$ cat src/rtl/xram_arb_pkg.sv
// Shared encodings for the two-master XDATA SRAM arbiter.
package xram_arb_pkg;

    typedef enum logic [1:0] {
        IDLE = 2'd0,
        ACC  = 2'd1,
        WAIT = 2'd2,
        DONE = 2'd3
    } state_t;

    localparam int M_MCU = 0;
    localparam int M_DMA = 1;
    localparam int CNT_W = 3;

endpackage

$ cat src/rtl/xram_arb2_rr.sv
// Two-way arbiter pick: a lone requester wins, ties go to the master not
// granted last unless fixed priority favours master 0.
module rr_arb2
    import xram_arb_pkg::*;
(
    input  logic [1:0] req,
    input  logic       last,
    input  logic       fix_pri,
    output logic [1:0] pick
);

    always_comb begin
        pick = 2'b00;
        if (req == 2'b11) begin
            pick = (fix_pri || last) ? 2'b01 : 2'b10;
        end else begin
            pick = req;
        end
    end

endmodule

$ cat src/rtl/xram_arb2.sv
// Arbiter and access sequencer sharing one XDATA SRAM between the 8051 bus
// (master 0) and the PD packet-buffer DMA (master 1).
module xram_arb2
    import xram_arb_pkg::*;
#(
    parameter int unsigned WAIT_CYC = 0,
    parameter int unsigned FIX_PRI  = 0
) (
    input  logic        clk,
    input  logic        rstz,
    input  logic        m0_r,
    input  logic        m0_w,
    input  logic [15:0] m0_addr,
    input  logic [7:0]  m0_wdat,
    output logic [7:0]  m0_rdat,
    output logic        m0_ack,
    input  logic        m1_r,
    input  logic        m1_w,
    input  logic [15:0] m1_addr,
    input  logic [7:0]  m1_wdat,
    output logic [7:0]  m1_rdat,
    output logic        m1_ack,
    output logic        ram_ce,
    output logic        ram_we,
    output logic [15:0] ram_a,
    output logic [7:0]  ram_d,
    input  logic [7:0]  ram_q,
    output logic [1:0]  gnt
);

    state_t             state_q, state_d;
    logic [CNT_W-1:0]   cnt_q, cnt_d;
    logic               we_q, we_d;
    logic [15:0]        ram_a_q, ram_a_d;
    logic [7:0]         ram_d_q, ram_d_d;
    logic [1:0]         gnt_q, gnt_d;
    logic [1:0]         ack_q, ack_d;
    logic               last_q, last_d;
    logic [1:0]         req;
    logic [1:0]         pick;

    assign req = {m1_r | m1_w, m0_r | m0_w};

    rr_arb2 u_rr (
        .req     (req),
        .last    (last_q),
        .fix_pri (FIX_PRI != 0),
        .pick    (pick)
    );

    always_comb begin
        state_d = state_q;
        cnt_d   = cnt_q;
        we_d    = we_q;
        ram_a_d = ram_a_q;
        ram_d_d = ram_d_q;
        gnt_d   = gnt_q;
        ack_d   = 2'b00;
        last_d  = last_q;
        case (state_q)
            IDLE: begin
                // The ack cycle is spent in IDLE but cannot grant, so a master
                // still holding its request there is not served twice.
                if ((ack_q == 2'b00) && (pick != 2'b00)) begin
                    gnt_d   = pick;
                    last_d  = pick[M_DMA];
                    ram_a_d = pick[M_DMA] ? m1_addr : m0_addr;
                    ram_d_d = pick[M_DMA] ? m1_wdat : m0_wdat;
                    we_d    = pick[M_DMA] ? m1_w    : m0_w;
                    state_d = ACC;
                end
            end
            ACC: begin
                if (WAIT_CYC > 0) begin
                    cnt_d   = CNT_W'(WAIT_CYC - 1);
                    state_d = WAIT;
                end else begin
                    state_d = DONE;
                end
            end
            WAIT: begin
                if (cnt_q == '0) begin
                    state_d = DONE;
                end else begin
                    cnt_d = cnt_q - 1'b1;
                end
            end
            DONE: begin
                ack_d   = gnt_q;
                gnt_d   = 2'b00;
                state_d = IDLE;
            end
            default: state_d = IDLE;
        endcase
    end

    always_ff @(posedge clk or negedge rstz) begin
        if (!rstz) begin
            state_q <= IDLE;
            cnt_q   <= '0;
            we_q    <= 1'b0;
            ram_a_q <= '0;
            ram_d_q <= '0;
            gnt_q   <= 2'b00;
            ack_q   <= 2'b00;
            last_q  <= 1'b1;
        end else begin
            state_q <= state_d;
            cnt_q   <= cnt_d;
            we_q    <= we_d;
            ram_a_q <= ram_a_d;
            ram_d_q <= ram_d_d;
            gnt_q   <= gnt_d;
            ack_q   <= ack_d;
            last_q  <= last_d;
        end
    end

    assign ram_ce  = (state_q == ACC);
    assign ram_we  = ram_ce & we_q;
    assign ram_a   = ram_a_q;
    assign ram_d   = ram_d_q;
    assign gnt     = gnt_q;
    assign m0_ack  = ack_q[M_MCU];
    assign m1_ack  = ack_q[M_DMA];
    assign m0_rdat = ram_q;
    assign m1_rdat = ram_q;

endmodule

$ cat config.mk
export PLATFORM = sky130hd
export DESIGN_NAME = xram_arb2
export DESIGN_NICKNAME = d
export VERILOG_FILES = /design/src/rtl/xram_arb_pkg.sv /design/src/rtl/xram_arb2_rr.sv /design/src/rtl/xram_arb2.sv
export SDC_FILE = /design/constraint.sdc
export NUM_CORES = 1
export LEC_CHECK = 0
export BUFFER_PORTS_ARGS = -buffer_cell sky130_fd_sc_hd__buf_4
export CORE_UTILIZATION = 44
export DETAILED_ROUTE_END_ITERATION = 6
export PLACE_DENSITY = 0.8
export SYNTH_ARGS = -nofsm -noshare
export SYNTH_HDL_FRONTEND = slang
export SYNTH_SLANG_ARGS = --single-unit
$ cat constraint.sdc
create_clock -name clk -period 1.7 [get_ports clk]
set_input_delay 0.34 -clock clk [delete_from_list [all_inputs] [get_ports clk]]
set_output_delay 0.34 -clock clk [all_outputs]
set_load 0.02 [all_outputs]
==> impl_metrics.toml, run 1 <==
[sta]
fin_hold_ws_ns = -0.004939
clock.fmax_mhz = 628.6
finalClockSkew_ns = 0.001617
relSlewSlack_pct = 71.29
worstMarginPinSlew_ns = 0.4306
fin_crit_sh_pct = 93.59
finalSetupViolCount = 0
finalCriticalPeriod_ns = 1.591
final-max-slew-violation-count = 0
hold_viol_final = 6
timing.setup.tns_ns = 0
rsz0062_at_grt = "no"

[finish]
fill_cells = 359
nets = 317
area.growth.synth_to_final_pct = 33.42
postLayoutCellArea_sq_mm = 0.002522
num_antenna_cells = 0
drive_above_1_share_pct = 41.94

[cts]
cts_buffer_depth = 2
insertion_delay_ns = 0.28
post-cts-setup-buffers = 0
cts-resized-gates = 0
tritoncts = "yes"
hold_buffers = 0
clk_pin_slew_ns = 0.06
cts_inserted_buffers = 5
numClockSinks = 35
cts-root-buf = "clkbuf_8"
htree_levels = 2

[yosys]
yosysSeqAreaShare_pct = 46.39
syn_avg_cell_area_sq_um = 10.68
async_reset_ff_share_pct = 100.0
netlist_instances = 177
synth_top_flop_cell = "dfrtp_1"
ys_types = 29
yosys_warnings = 0
synth_area_sq_mm = 0.001891
synth_nets = 246
synth_edf_count = 0
synth_seq_cells = 35

[route]
postRouteAntennaNets = 0
via_per_inst = 4.782
drt_iter0_drc = 44
firstDrtPassIters = 4
wl_per_cell_um = 12.17
vias = 1425
routed_wl_um = 3627
drc = 0

[setup_path]
crit_required_ns = 1.36
arrival_ns = 1.25
slowest_delay_ns = 0.41
worstSetupPathType = "flop to output pin"
cp-end-kind = "output pin"
path_cells = "inv_1 -> ha_1 -> and2_1 -> buf_4"
crit_path_max_fanout = 5
startpoint_type = "flop"
rrSetupSlack_ns = 0.19
slowest_stage = "dfrtp_1"

[place]
gp_congestion = 0.7669
place_hpwl_um = 2802
placed_area_sq_mm = 0.002429
io_buffers = 83

[floorplanning]
core_area_sq_mm = 0.004058
die_width_um = 67.55
start_util_pct = 46.59
rows = 23
ioPinCount = 108
fp.dieArea_sq_mm = 0.004563
die_y_um = 67.55

[flow_run]
drv_cap = 0

[global_route]
globalRouteOverflowTotal = 0
grtUsageTotal_pct = 17.18
grt_pass1_vias = 1312
grt_max_degree = 49
antenna_found_initial = 0
grt_pass1_wl_um = 5595

[status]
violations = "hold timing"
outcome = "finished, violations left"

[power_and_ir_drop]
finalPower_mw = 4.094
ir_drop_v = 0.0006452
power_density_mw_per_mm2 = 1623
leakage_nw = 1.315

[min_path]
hold_path.class = "input pin to asynchronous set/reset pin"
[cell type report]
cell class / instances / area (sq um) / area share [%]
sequential: 35 / 877.1 / 34.77
multi-input combinational: 113 / 790.8 / 31.35
timing repair buffer: 88 / 685.7 / 27.18
clock buffer: 6 / 82.58 / 3.274
tap: 50 / 62.56 / 2.480
inverter: 5 / 18.77 / 0.7440
clock inverter: 1 / 5.005 / 0.1984
[worst paths after layout]
kind	cells past startpoint	startpoint	end
max reg2reg	6	cnt_q[0]	state_q[1]
max	4	state_q[1]	ram_we
max in group asynchronous	1	rstz	last_q
min in group clk	3	m1_addr[11]	ram_a[11]
min reg2reg	1	we_q	we_q
min	1	rstz	we_q
[power breakdown]
part           internal [mW]  switching [mW]
Sequential              1.20           0.219
Combinational          0.959            1.12
Clock                  0.317           0.270
Total                   2.48            1.61
[per-stage QoR]
step                      util [%]  worst slack (ns)  std cells
after floorplan                  -            0.1017        177
after global placement       59.85           0.08521        291
after detailed placement     59.85           0.01028        291
after CTS                    62.01           0.09696        298
after global routing         62.16           0.06523        298
final                        62.16            0.1090        298
[worst max-delay path, delay by kind of cell, from the launching register on]
| kind | cells | cell delay [ns] |
|---|---|---|
| fa+ha+maj | 1 | 0.19 |
| simple gates | 1 | 0.13 |
| buf+inv | 2 | 0.24 |
| flops | 1 | 0.41 |
[cells by family after synthesis]
| group | Yosys count | synth area share (%) |
|---|---|---|
| compound gates | 37 | 12.84 |
| xor+xnor | 1 | 0.4634 |
| fa+ha+maj | 7 | 4.632 |
| buf+inv | 29 | 12.11 |
| flops | 35 | 46.39 |
| mux | 26 | 13.83 |
| simple gates | 42 | 9.729 |
[Yosys cell counts, drive strengths merged, types with 2 or more instances]
cell | n | area (sq um)
a21oi | 2 | 10.01
and2 | 3 | 18.77
buf | 24 | 210.2
dfrtp | 34 | 850.8
ha | 7 | 87.58
inv | 5 | 18.77
mux2i | 25 | 250.2
nand2 | 30 | 115.1
nand2b | 2 | 12.51
nor2 | 3 | 11.26
o21ai | 27 | 138.9
[state kept, by name, indices dropped and copies added (netlist names)]
name     flops
we_q         1
ram_d        8
cnt_q        3
state_q      2
ram_a       16
ack_q        2
last_q       1
gnt          2
[layout by cell type, fill, tap and decap left out, types with 2 or more instances in the layout]
| cell | Yosys | final |
|---|---|---|
| buf_12 | 0 | 2 |
| nand2_1 | 29 | 29 |
| mux2i_1 | 25 | 25 |
| inv_1 | 5 | 5 |
| and2_1 | 3 | 3 |
| clkbuf_8 | 0 | 6 |
| dfrtp_1 | 34 | 34 |
| nor2_1 | 3 | 3 |
| a21oi_1 | 2 | 2 |
| nand2b_1 | 2 | 2 |
| buf_4 | 16 | 86 |
| ha_1 | 7 | 6 |
| o21ai_0 | 26 | 26 |
[metal layers]
| layer | vias to the layer above | share of wire (%) | GRT usage, % |
|---|---|---|---|
| met2 | 57 | 49 | 27.48 |
| met1 | 632 | 40 | 19.64 |
| li1 | 730 | - | - |
| met4 | 0 | 2.1 | 11.17 |
| met3 | 6 | 8.8 | 5.405 |
| met5 | - | 0 | 0 |
No activity file was read; power rests on OpenSTA's default activity.
==> run 2, diff against run 1 <==
--- a/config.mk
+++ b/config.mk
@@ -8,3 +8,4 @@
 export BUFFER_PORTS_ARGS = -buffer_cell sky130_fd_sc_hd__buf_4
-export CORE_UTILIZATION = 44
+export CORE_ASPECT_RATIO = 0.75
+export CORE_UTILIZATION = 45
 export DETAILED_ROUTE_END_ITERATION = 6
@@ -13,2 +14,3 @@
 export SYNTH_HDL_FRONTEND = slang
+export SYNTH_HIERARCHICAL = 1
 export SYNTH_SLANG_ARGS = --single-unit
--- a/constraint.sdc
+++ b/constraint.sdc
@@ -3,2 +3,2 @@
 set_output_delay 0.34 -clock clk [all_outputs]
-set_load 0.02 [all_outputs]
+set_load 0.005 [all_outputs]
==> impl_metrics.toml, run 2 <==
[sta]
final-max-slew-violation-count = 0
finalSetupViolCount = 25
fin_hold_ws_ns = 0.005468
finalCriticalPeriod_ns = 1.831
hold_viol_final = 0
rsz0062_at_grt = "yes"
fin_crit_sh_pct = 107.7
finalWorstSetupSlack_ns = -0.1309
finalClockSkew_ns = 0.005325
clock.fmax_mhz = 546.2

[setup_path]
r2r_end = "ram_a[13]"
r2r_cells = 6
crit_required_ns = 1.86
worstSetupPathType = "flop to flop"
r2r-start = "last_q"
slowest_stage = "dfstp_2"
slowest_delay_ns = 0.55
crit_start = "last_q"
path_cells = "nor2_2 -> a21boi_2 -> nor2_4 -> and3b_2 -> buf_12 -> mux2_2"
crit_end = "ram_a[13]"
crit_path_max_fanout = 11
cp-end-kind = "flop"
arrival_ns = 1.99
rrSetupSlack_ns = -0.13
startpoint_type = "flop"

[cts]
insertion_delay_ns = 0.28
cts-root-buf = "clkbuf_8"
cts_inserted_buffers = 5
numClockSinks = 35
clk_pin_slew_ns = 0.07
tritoncts = "yes"
htree_levels = 2
cts_buffer_depth = 2
hold_buffers = 0

[yosys]
syn_avg_cell_area_sq_um = 13.09
netlist_instances = 156
synth_top_cells_by_count = "dfrtp_1, mux2_2, mux2_4"
ys_types = 32
synth_top_cell_area_share_pct = 41.67
yosys_warnings = 6
synth_seq_cells = 35
async_reset_ff_share_pct = 100.0
synth_area_sq_mm = 0.002042
yosysTopAreaCell = "dfrtp_1"
synth_most_common_cell = "dfrtp_1"
yosysSeqAreaShare_pct = 42.95
synth_top_flop_cell = "dfrtp_1"
synth_edf_count = 0
synth_area_leaders = "dfrtp_1, mux2_2, mux2_4"

[global_route]
grt_pass1_vias = 1372
grt_pass1_wl_um = 6506
grtUsageTotal_pct = 18.48
antenna_found_initial = 0
globalRouteOverflowTotal = 0
grt_max_degree = 36

[finish]
num_antenna_cells = 0
fin_cells = 292
fill_cells = 315
layout_commonest_cell = "buf_4"
mostFrequentLayoutCells = "buf_4, dfrtp_1, mux2_2, mux2_4"
area.growth.synth_to_final_pct = 38.17
drive_above_1_share_pct = 68.35
nets = 305
largest_reg_flops = 16
fin_util_pct = 67.11

[power_and_ir_drop]
ir_drop_v = 0.0006514
power_density_mw_per_mm2 = 1529
finalPower_mw = 4.314
leakage_nw = 1.369

[floorplanning]
rows = 20
fp.dieArea_sq_mm = 0.004814
core_area_sq_mm = 0.004204
die_width_um = 79.79
ioPinCount = 108
die_y_um = 60.34
start_util_pct = 48.57

[route]
firstDrtPassIters = 4
vias = 1439
drc = 0
postRouteAntennaNets = 0
via_per_inst = 4.928
routed_wl_um = 4036
drt_iter0_drc = 40
wl_per_cell_um = 13.82

[min_path]
hold_path.class = "input pin to asynchronous set/reset pin"

[place]
placed_cells = 281
place_hpwl_um = 2874
dp_slack_ns = -0.2788
io_buffers = 83
gp_congestion = 0.8142

[flow_run]
drv_cap = 0

[status]
violations = "setup timing"
outcome = "finished, violations left"
run 2: cell count changes after synthesis, sizes merged, moves of 3 or more:
cell / previous run / this run
mux2i: 25 / 0
o21ai: 27 / 5
buf: 24 / 21
nand2: 30 / 4
mux2: 1 / 50
run 2: per-stage QoR:
step | instance area [sq um] | setup TNS (ns)
after floorplan | 2058 | -2.941
after global placement | 2646 | -4.885
after detailed placement | 2646 | -5.847
after CTS | 2798 | -1.992
after global routing | 2821 | -3.523
final | 2821 | -2.151
run 2: logic make-up after synthesis:
family	count (synthesis)	share of synthesized area [%]
AOI/OAI and AO/OA	14	4.719
xor gates and xnor gates	1	0.4290
adders and majority gates	7	4.289
buffers and inverters	28	10.48
DFF	35	42.95
muxes	50	31.25
other	1	0.1836
and+or+nand+nor	20	5.698
run 2: repair_timing:
action,CTS,global route
cloned,1,0
setup buffers,1,1
pin swaps,1,0
gates resized for setup,6,4
endpoints found under the setup margin,25,27
run 2: worst min-delay path by stage:
| stage | slack, ns | end | depth (start not counted) |
|---|---|---|---|
| floorplan | 0.04 | ack_q[0] | 0 |
| global placement | 0.32 | ram_d[0] | 1 |
| detailed placement | 0.32 | ram_a[14] | 1 |
| CTS | 0.01 | ram_d[6] | 1 |
| global route | 0.03 | ram_d[2] | 1 |
| finish | 0.005 | ack_q[0] | 1 |
run 2: report_power, final:
part / total (mW) / internal (mW) / switching (mW)
registers: 1.45 / 1.22 / 0.228
clock network: 0.642 / 0.369 / 0.273
logic: 2.22 / 1.48 / 0.743
total: 4.31 / 3.07 / 1.24
run 2: area by class of cell:
cell class	instances	area [sq um]	area share [%]
well taps	55	68.82	2.439
clock buffers	8	100.1	3.548
flip-flops and latches	35	877.1	31.09
inverters	5	18.77	0.6652
multi-input cells	94	991.0	35.12
repair buffers	95	765.7	27.14
run 2: metal layers:
metal	vias to the layer above	wire length (um)	track usage, %
met5	-	0	0
met4	0	53	7.653
met3	5	397	5.263
met2	75	1766	30.65
met1	673	1820	23.20
li1	686	-	-
run 2: worst max-delay path, delay by kind of cell, from the launching register on:
family | cells | cell delay (ns)
DFF | 1 | 0.55
and+or+nand+nor | 3 | 0.45
muxes | 1 | 0.34
AOI/OAI and AO/OA | 1 | 0.20
buffers and inverters | 1 | 0.18
